**config.mk**
```make
export PLATFORM = sky130hd
export DESIGN_NAME = pmp_mem_arbiter
export DESIGN_NICKNAME = d
export VERILOG_FILES = /design/src/rtl/pmp_mem_arbiter.sv
export SDC_FILE = /design/constraint.sdc
export NUM_CORES = 1
export LEC_CHECK = 0
export CORE_MARGIN = 4
export CORE_UTILIZATION = 42
export CTS_CLUSTER_SIZE = 40
export DETAILED_ROUTE_END_ITERATION = 16
export MAX_ROUTING_LAYER = met4
export PLACE_DENSITY = 0.81
export SLEW_MARGIN = 30
export SYNTH_ARGS = -nofsm -noshare
export SYNTH_HDL_FRONTEND = slang
export SYNTH_SLANG_ARGS = --single-unit
```
**constraint.sdc**
```tcl
create_clock -name clock -period 1.99 [get_ports clock]
set_clock_uncertainty 0.2 [all_clocks]
set_input_delay 0.398 -clock clock [delete_from_list [all_inputs] [get_ports clock]]
set_output_delay 0.398 -clock clock [all_outputs]
set_load 0.05 [all_outputs]
```
**src/rtl/pmp_mem_arbiter.sv**
```systemverilog
// Shared memory port arbiter for fetch and load/store, gated by one PMP check.
// Sequence: capture -> arbitrate -> PMP check -> memory access -> response.
//
// Ports:
//   clock, reset           clock, synchronous active-low reset
//   imem_in / imem_out     fetch request / response
//   dmem_in / dmem_out     load/store request / response
//   chk_valid .. chk_write PMP check request, chk_error is its same-cycle result
//   mem_in / mem_out       shared memory request / response
package pmp_mem_pkg;

    typedef struct packed {
        logic        mem_valid;
        logic        mem_instr;
        logic [1:0]  mem_mode;
        logic [31:0] mem_addr;
        logic [31:0] mem_wdata;
        logic [3:0]  mem_wstrb;
    } mem_in_type;

    typedef struct packed {
        logic [31:0] mem_rdata;
        logic        mem_error;
        logic        mem_ready;
    } mem_out_type;

endpackage

module pmp_mem_arbiter
    import pmp_mem_pkg::*;
#(
    parameter int ACCESS_TIMEOUT = 255,
    parameter int TO_WIDTH       = 8
) (
    input  logic        clock,
    input  logic        reset,
    input  mem_in_type  imem_in,
    output mem_out_type imem_out,
    input  mem_in_type  dmem_in,
    output mem_out_type dmem_out,
    output logic        chk_valid,
    output logic [31:0] chk_addr,
    output logic [1:0]  chk_mode,
    output logic        chk_instr,
    output logic        chk_write,
    input  logic        chk_error,
    output mem_in_type  mem_in,
    input  mem_out_type mem_out
);

    typedef enum logic [2:0] {
        IDLE,
        CHECK,
        ACCESS,
        WAIT,
        RESP
    } state_t;

    localparam logic [TO_WIDTH-1:0] TO_LIM = TO_WIDTH'(ACCESS_TIMEOUT);

    state_t              state;
    state_t              state_nxt;
    mem_in_type          ibuf;
    mem_in_type          dbuf;
    mem_in_type          req;
    mem_in_type          mem_hold;
    logic                ibuf_v;
    logic                dbuf_v;
    // Current grant (1 = D); it also serves as last_grant for the tie-break.
    logic                gnt_d;
    logic                gnt_nxt;
    logic [TO_WIDTH-1:0] cnt;
    logic                cnt_inc;
    logic                ld_hold;
    logic                ld_rsp;
    logic                rsp_error;
    logic                rsp_error_nxt;
    logic [31:0]         rsp_rdata;
    logic [31:0]         rsp_rdata_nxt;

    assign req = gnt_d ? dbuf : ibuf;

    always_ff @(posedge clock) begin
        if (!reset) begin
            state <= IDLE;
        end else begin
            state <= state_nxt;
        end
    end

    always_comb begin
        state_nxt     = state;
        gnt_nxt       = gnt_d;
        cnt_inc       = 1'b0;
        ld_hold       = 1'b0;
        ld_rsp        = 1'b0;
        rsp_error_nxt = 1'b0;
        rsp_rdata_nxt = '0;
        chk_valid     = 1'b0;
        chk_addr      = '0;
        chk_mode      = '0;
        chk_instr     = 1'b0;
        chk_write     = 1'b0;
        mem_in           = mem_hold;
        mem_in.mem_valid = 1'b0;
        imem_out      = '0;
        dmem_out      = '0;
        unique case (state)
            IDLE: begin
                if (ibuf_v || dbuf_v) begin
                    gnt_nxt   = dbuf_v && (!ibuf_v || !gnt_d);
                    state_nxt = CHECK;
                end
            end
            CHECK: begin
                chk_valid = 1'b1;
                chk_addr  = req.mem_addr;
                chk_mode  = req.mem_mode;
                chk_instr = req.mem_instr;
                chk_write = |req.mem_wstrb;
                if (chk_error) begin
                    ld_rsp        = 1'b1;
                    rsp_error_nxt = 1'b1;
                    state_nxt     = RESP;
                end else begin
                    ld_hold   = 1'b1;
                    state_nxt = ACCESS;
                end
            end
            ACCESS: begin
                mem_in.mem_valid = 1'b1;
                if (mem_out.mem_ready) begin
                    ld_rsp        = 1'b1;
                    rsp_error_nxt = mem_out.mem_error;
                    rsp_rdata_nxt = mem_out.mem_rdata;
                    state_nxt     = RESP;
                end else begin
                    state_nxt = WAIT;
                end
            end
            WAIT: begin
                if (mem_out.mem_ready) begin
                    ld_rsp        = 1'b1;
                    rsp_error_nxt = mem_out.mem_error;
                    rsp_rdata_nxt = mem_out.mem_rdata;
                    state_nxt     = RESP;
                end else if (ACCESS_TIMEOUT != 0 &&
                             cnt + TO_WIDTH'(1) == TO_LIM) begin
                    ld_rsp        = 1'b1;
                    rsp_error_nxt = 1'b1;
                    state_nxt     = RESP;
                end else begin
                    cnt_inc = 1'b1;
                end
            end
            RESP: begin
                if (gnt_d) begin
                    dmem_out.mem_ready = 1'b1;
                    dmem_out.mem_error = rsp_error;
                    dmem_out.mem_rdata = rsp_rdata;
                end else begin
                    imem_out.mem_ready = 1'b1;
                    imem_out.mem_error = rsp_error;
                    imem_out.mem_rdata = rsp_rdata;
                end
                state_nxt = IDLE;
            end
            default: state_nxt = IDLE;
        endcase
    end

    always_ff @(posedge clock) begin
        if (!reset) begin
            ibuf_v    <= 1'b0;
            dbuf_v    <= 1'b0;
            ibuf      <= '0;
            dbuf      <= '0;
            gnt_d     <= 1'b1;
            mem_hold  <= '0;
            cnt       <= '0;
            rsp_error <= 1'b0;
            rsp_rdata <= '0;
        end else begin
            // A full buffer ignores pulses; the granted one clears in RESP.
            if (state == RESP && !gnt_d) begin
                ibuf_v <= 1'b0;
            end else if (imem_in.mem_valid && !ibuf_v) begin
                ibuf_v <= 1'b1;
                ibuf   <= imem_in;
            end
            if (state == RESP && gnt_d) begin
                dbuf_v <= 1'b0;
            end else if (dmem_in.mem_valid && !dbuf_v) begin
                dbuf_v <= 1'b1;
                dbuf   <= dmem_in;
            end
            gnt_d <= gnt_nxt;
            if (ld_hold) begin
                mem_hold <= req;
            end
            if (ld_rsp) begin
                rsp_error <= rsp_error_nxt;
                rsp_rdata <= rsp_rdata_nxt;
            end
            if (state == RESP) begin
                cnt <= '0;
            end else if (cnt_inc) begin
                cnt <= cnt + TO_WIDTH'(1);
            end
        end
    end

endmodule
```
==> results.json <==
{
  "routedWlPerCell_um": 22.50,
  "place.gp.congestion": 0.8833,
  "grt_setup_unrepaired": "true",
  "dp.cells": 1964,
  "syn_nets": 1484,
  "clock_sinks": 260,
  "avgSynthCellArea_um2": 8.442,
  "clk_latency_ps": 530,
  "layout_min_cycle_time_ps": 2576,
  "num_vias": 11940,
  "synth_cell_types": 46,
  "violations": "setup timing",
  "start_kind": "flop",
  "grt_usage_pct": 28.01,
  "top_layer": "met4",
  "area_growth_pct": 79.98,
  "cp-end-kind": "primary output",
  "fin_ws_ps": -585.8,
  "cts_buffer_depth": 3,
  "drt_drc_violations_left": 0,
  "grt_pass1_vias": 11380,
  "synthTopCellsByArea": "dfxtp_1 47%, nand2_1 11%, a21oi_1 6.9%",
  "drt_wl_total_mm": 47.23,
  "grt_max_degree": 64,
  "start_util_pct": 43.12,
  "timing.critical_path.buf_inv": 3,
  "crit_chain": "or3b_4, buf_16, nor2_1, buf_4, buf_12",
  "final_util_pct": 77.61,
  "seqPwrFrac_pct": 36.5,
  "critPathTopFamily": "simple AND/OR/NAND/NOR gates",
  "intPower_mw": 11.06,
  "relSlewSlack_pct": 69.33,
  "final_antenna_net_count": 0,
  "hold_viol": 0,
  "hp-class": "input port to flop",
  "slowest_stage": "or3b_4",
  "antenna_found_initial": 4,
  "path_class": "flop to primary output",
  "power.density_mw_per_mm2": 814.0,
  "wl_met2_mm": 23.61,
  "yosysMostFrequentCell": "nand2_1",
  "hpwl_mm": 25.77,
  "wl_met1_mm": 17.61,
  "fmax_mhz": 388.2,
  "final-max-slew-violation-count": 0,
  "cpPeakStageDelay_ps": 460,
  "rows": 58,
  "synth_seq_cells": 260,
  "synth_ff_type": "dfxtp_1",
  "viasPerCell": 5.687,
  "worst_pin_slew_ps": 447.3,
  "crit_fanout": 11,
  "wl_met3_mm": 3.536,
  "switching_power_mw": 5.031,
  "die-area_mm2": 0.02880,
  "pwr-share-comb_pct": 28.5,
  "drtPass1Iterations": 6,
  "die_h_um": 169.7,
  "grt_pass1_wl_mm": 63.14,
  "syn_inst": 1301,
  "required_ps": 1390,
  "dpl_worst_slack_ps": -154.9,
  "fin_crit_sh_pct": 129.4,
  "die_w_um": 169.7,
  "drv_cap": 0,
  "cts_tree": "built",
  "global_route.overflow_total": 0,
  "yosys.area.top_type": "dfxtp_1",
  "io_pins": 358,
  "setup_violations": 357,
  "pwr-share-clk_pct": 35.0,
  "yosysWarningCount": 0,
  "synth_top_cell_area_share_pct": 47.39,
  "dr.first_iter.drc_count": 1284,
  "nNetsFinal": 1926,
  "htreeDepth": 1,
  "yosysSeqAreaShare_pct": 47.39,
  "final_cells": 2099,
  "port_buffers": 357,
  "cts_buffers": 28,
  "outcome": "complete, but fails checks",
  "peakVddDrop_mv": 0.7107,
  "crit_arrival_ps": 1980,
  "leakagePower_nw": 7.840,
  "synth_edf_count": 0,
  "ys_top_cells_by_count": "325 x nand2_1, 260 x dfxtp_1, 151 x a21oi_1, 115 x nor2_1, 72 x mux2i_1",
  "synth_area_mm2": 0.01098,
  "layout-drive-gt1-share_pct": 36.49,
  "timing.hold.ws_ps": 166.6,
  "switching_share_pct": 31.27,
  "core_area_mm2": 0.02547,
  "async_reset_ff_share_pct": 0,
  "path_clk_slew_ps": 60,
  "cts_root_buffer": "clkbuf_16"
}
[layout by cell type (no fill, tap or decap), drive strengths merged, types with 2 or more instances in the layout]
master         netlist  routed
a211oi              74      74
a21oi              151     151
a32oi               32      32
and2                66      66
and3                 2       2
and4bb               2       2
buf                 58     330
bufinv               0       4
clkbuf              57      57
clkdlybuf4s50        0     179
clkinv               0       6
clkinvlp             0       3
dfxtp              260     260
diode                0       4
ha                   2       2
inv                  4       4
mux2i               72      72
nand2              325     325
nand3                3       3
nand4                3       3
nor2               116     116
nor3                 2       2
nor3b                3       3
nor4                 3       3
o211ai               2       2
o21ai               42      42
or3                  2       2
or3b                 3       3
xnor2                4       4
xor2                 2       2
[power groups by stage]
stage | registers, mW | clock network (mW) | logic [mW]
finish | 5.87 | 5.63 | 4.59
global route | 5.90 | 5.90 | 4.77
detailed placement | 5.92 | 0 | 3.49
floorplan | 6.39 | 0 | 1.56
global placement | 5.89 | 0 | 3.43
CTS | 5.81 | 5.63 | 3.99
[logic make-up (layout without fill, tap and decap cells)]
kind of cell / Yosys count / count (layout) / synth area share (%)
compound gates: 305 / 305 / 18.39
xor+xnor: 6 / 6 / 0.4785
fa+ha+maj: 2 / 2 / 0.2278
buf+inv: 119 / 583 / 5.844
flops: 260 / 260 / 47.39
mux: 72 / 72 / 6.562
other cells: 0 / 4 / 0
simple gates: 537 / 537 / 21.11
[tightest hold or removal path: stages]
cell and delay, ps:
buf_2 190, inv_8 140, a21oi_2 120
[final timing paths]
| check | start | to | slack [ps] | cells after the start |
|---|---|---|---|---|
| worst max-delay path | state[2]$_SDFFE_PN0P_ | chk_mode[1] | -590 | 5 |
| worst min-delay path | reset | ibuf[38]$_SDFFE_PN0P_ | 170 | 3 |
| worst max register to register | state[2]$_SDFFE_PN0P_ | ibuf[10]$_SDFFE_PN0P_ | -350 | 10 |
| worst min register to register | ibuf[16]$_SDFFE_PN0P_ | ibuf[16]$_SDFFE_PN0P_ | 250 | 2 |
[through the flow]
step,setup TNS [ps],power [mW],cell area [um^2]
finish,-100890,16.09,19770
global route,-120040,16.58,19770
CTS,-81720,15.42,18490
detailed placement,-6633,9.401,16580
global placement,-810.8,9.315,16580
floorplan,-3582,7.951,11370
[routing by layer]
| metal | global-route usage [%] | up-vias |
|---|---|---|
| li1 | - | 5333 |
| met1 | 33.00 | 5755 |
| met2 | 47.78 | 682 |
| met3 | 4.076 | 168 |
| met4 | 11.90 | 0 |
| met5 | - | - |
[registers in the layout, indices dropped and copies added, names as in the netlist]
name	cells
rsp_rdata	32
cnt	8
gnt_d	1
state	3
dbuf	71
rsp_error	1
ibuf_v	1
dbuf_v	1
mem_in	71
ibuf	71
[timing repair]
item,CTS,global route
pin swaps,16,59
hold buffers,0,0
resized for setup,88,149
cloned,17,22
hold endpoints to repair,0,0
setup endpoints to repair,207,360
buffers inserted,17,29
[area by class of cell]
class | count | area, um^2
antenna | 4 | 10.01
clock buffer | 39 | 822.0
clock inverter | 13 | 182.7
fill | 1492 | 5704
inverter | 4 | 26.28
multi-input combinational | 922 | 6127
sequential | 260 | 5213
tap | 330 | 412.9
timing repair buffer | 527 | 6974
(Power assumes the default switching activity.)
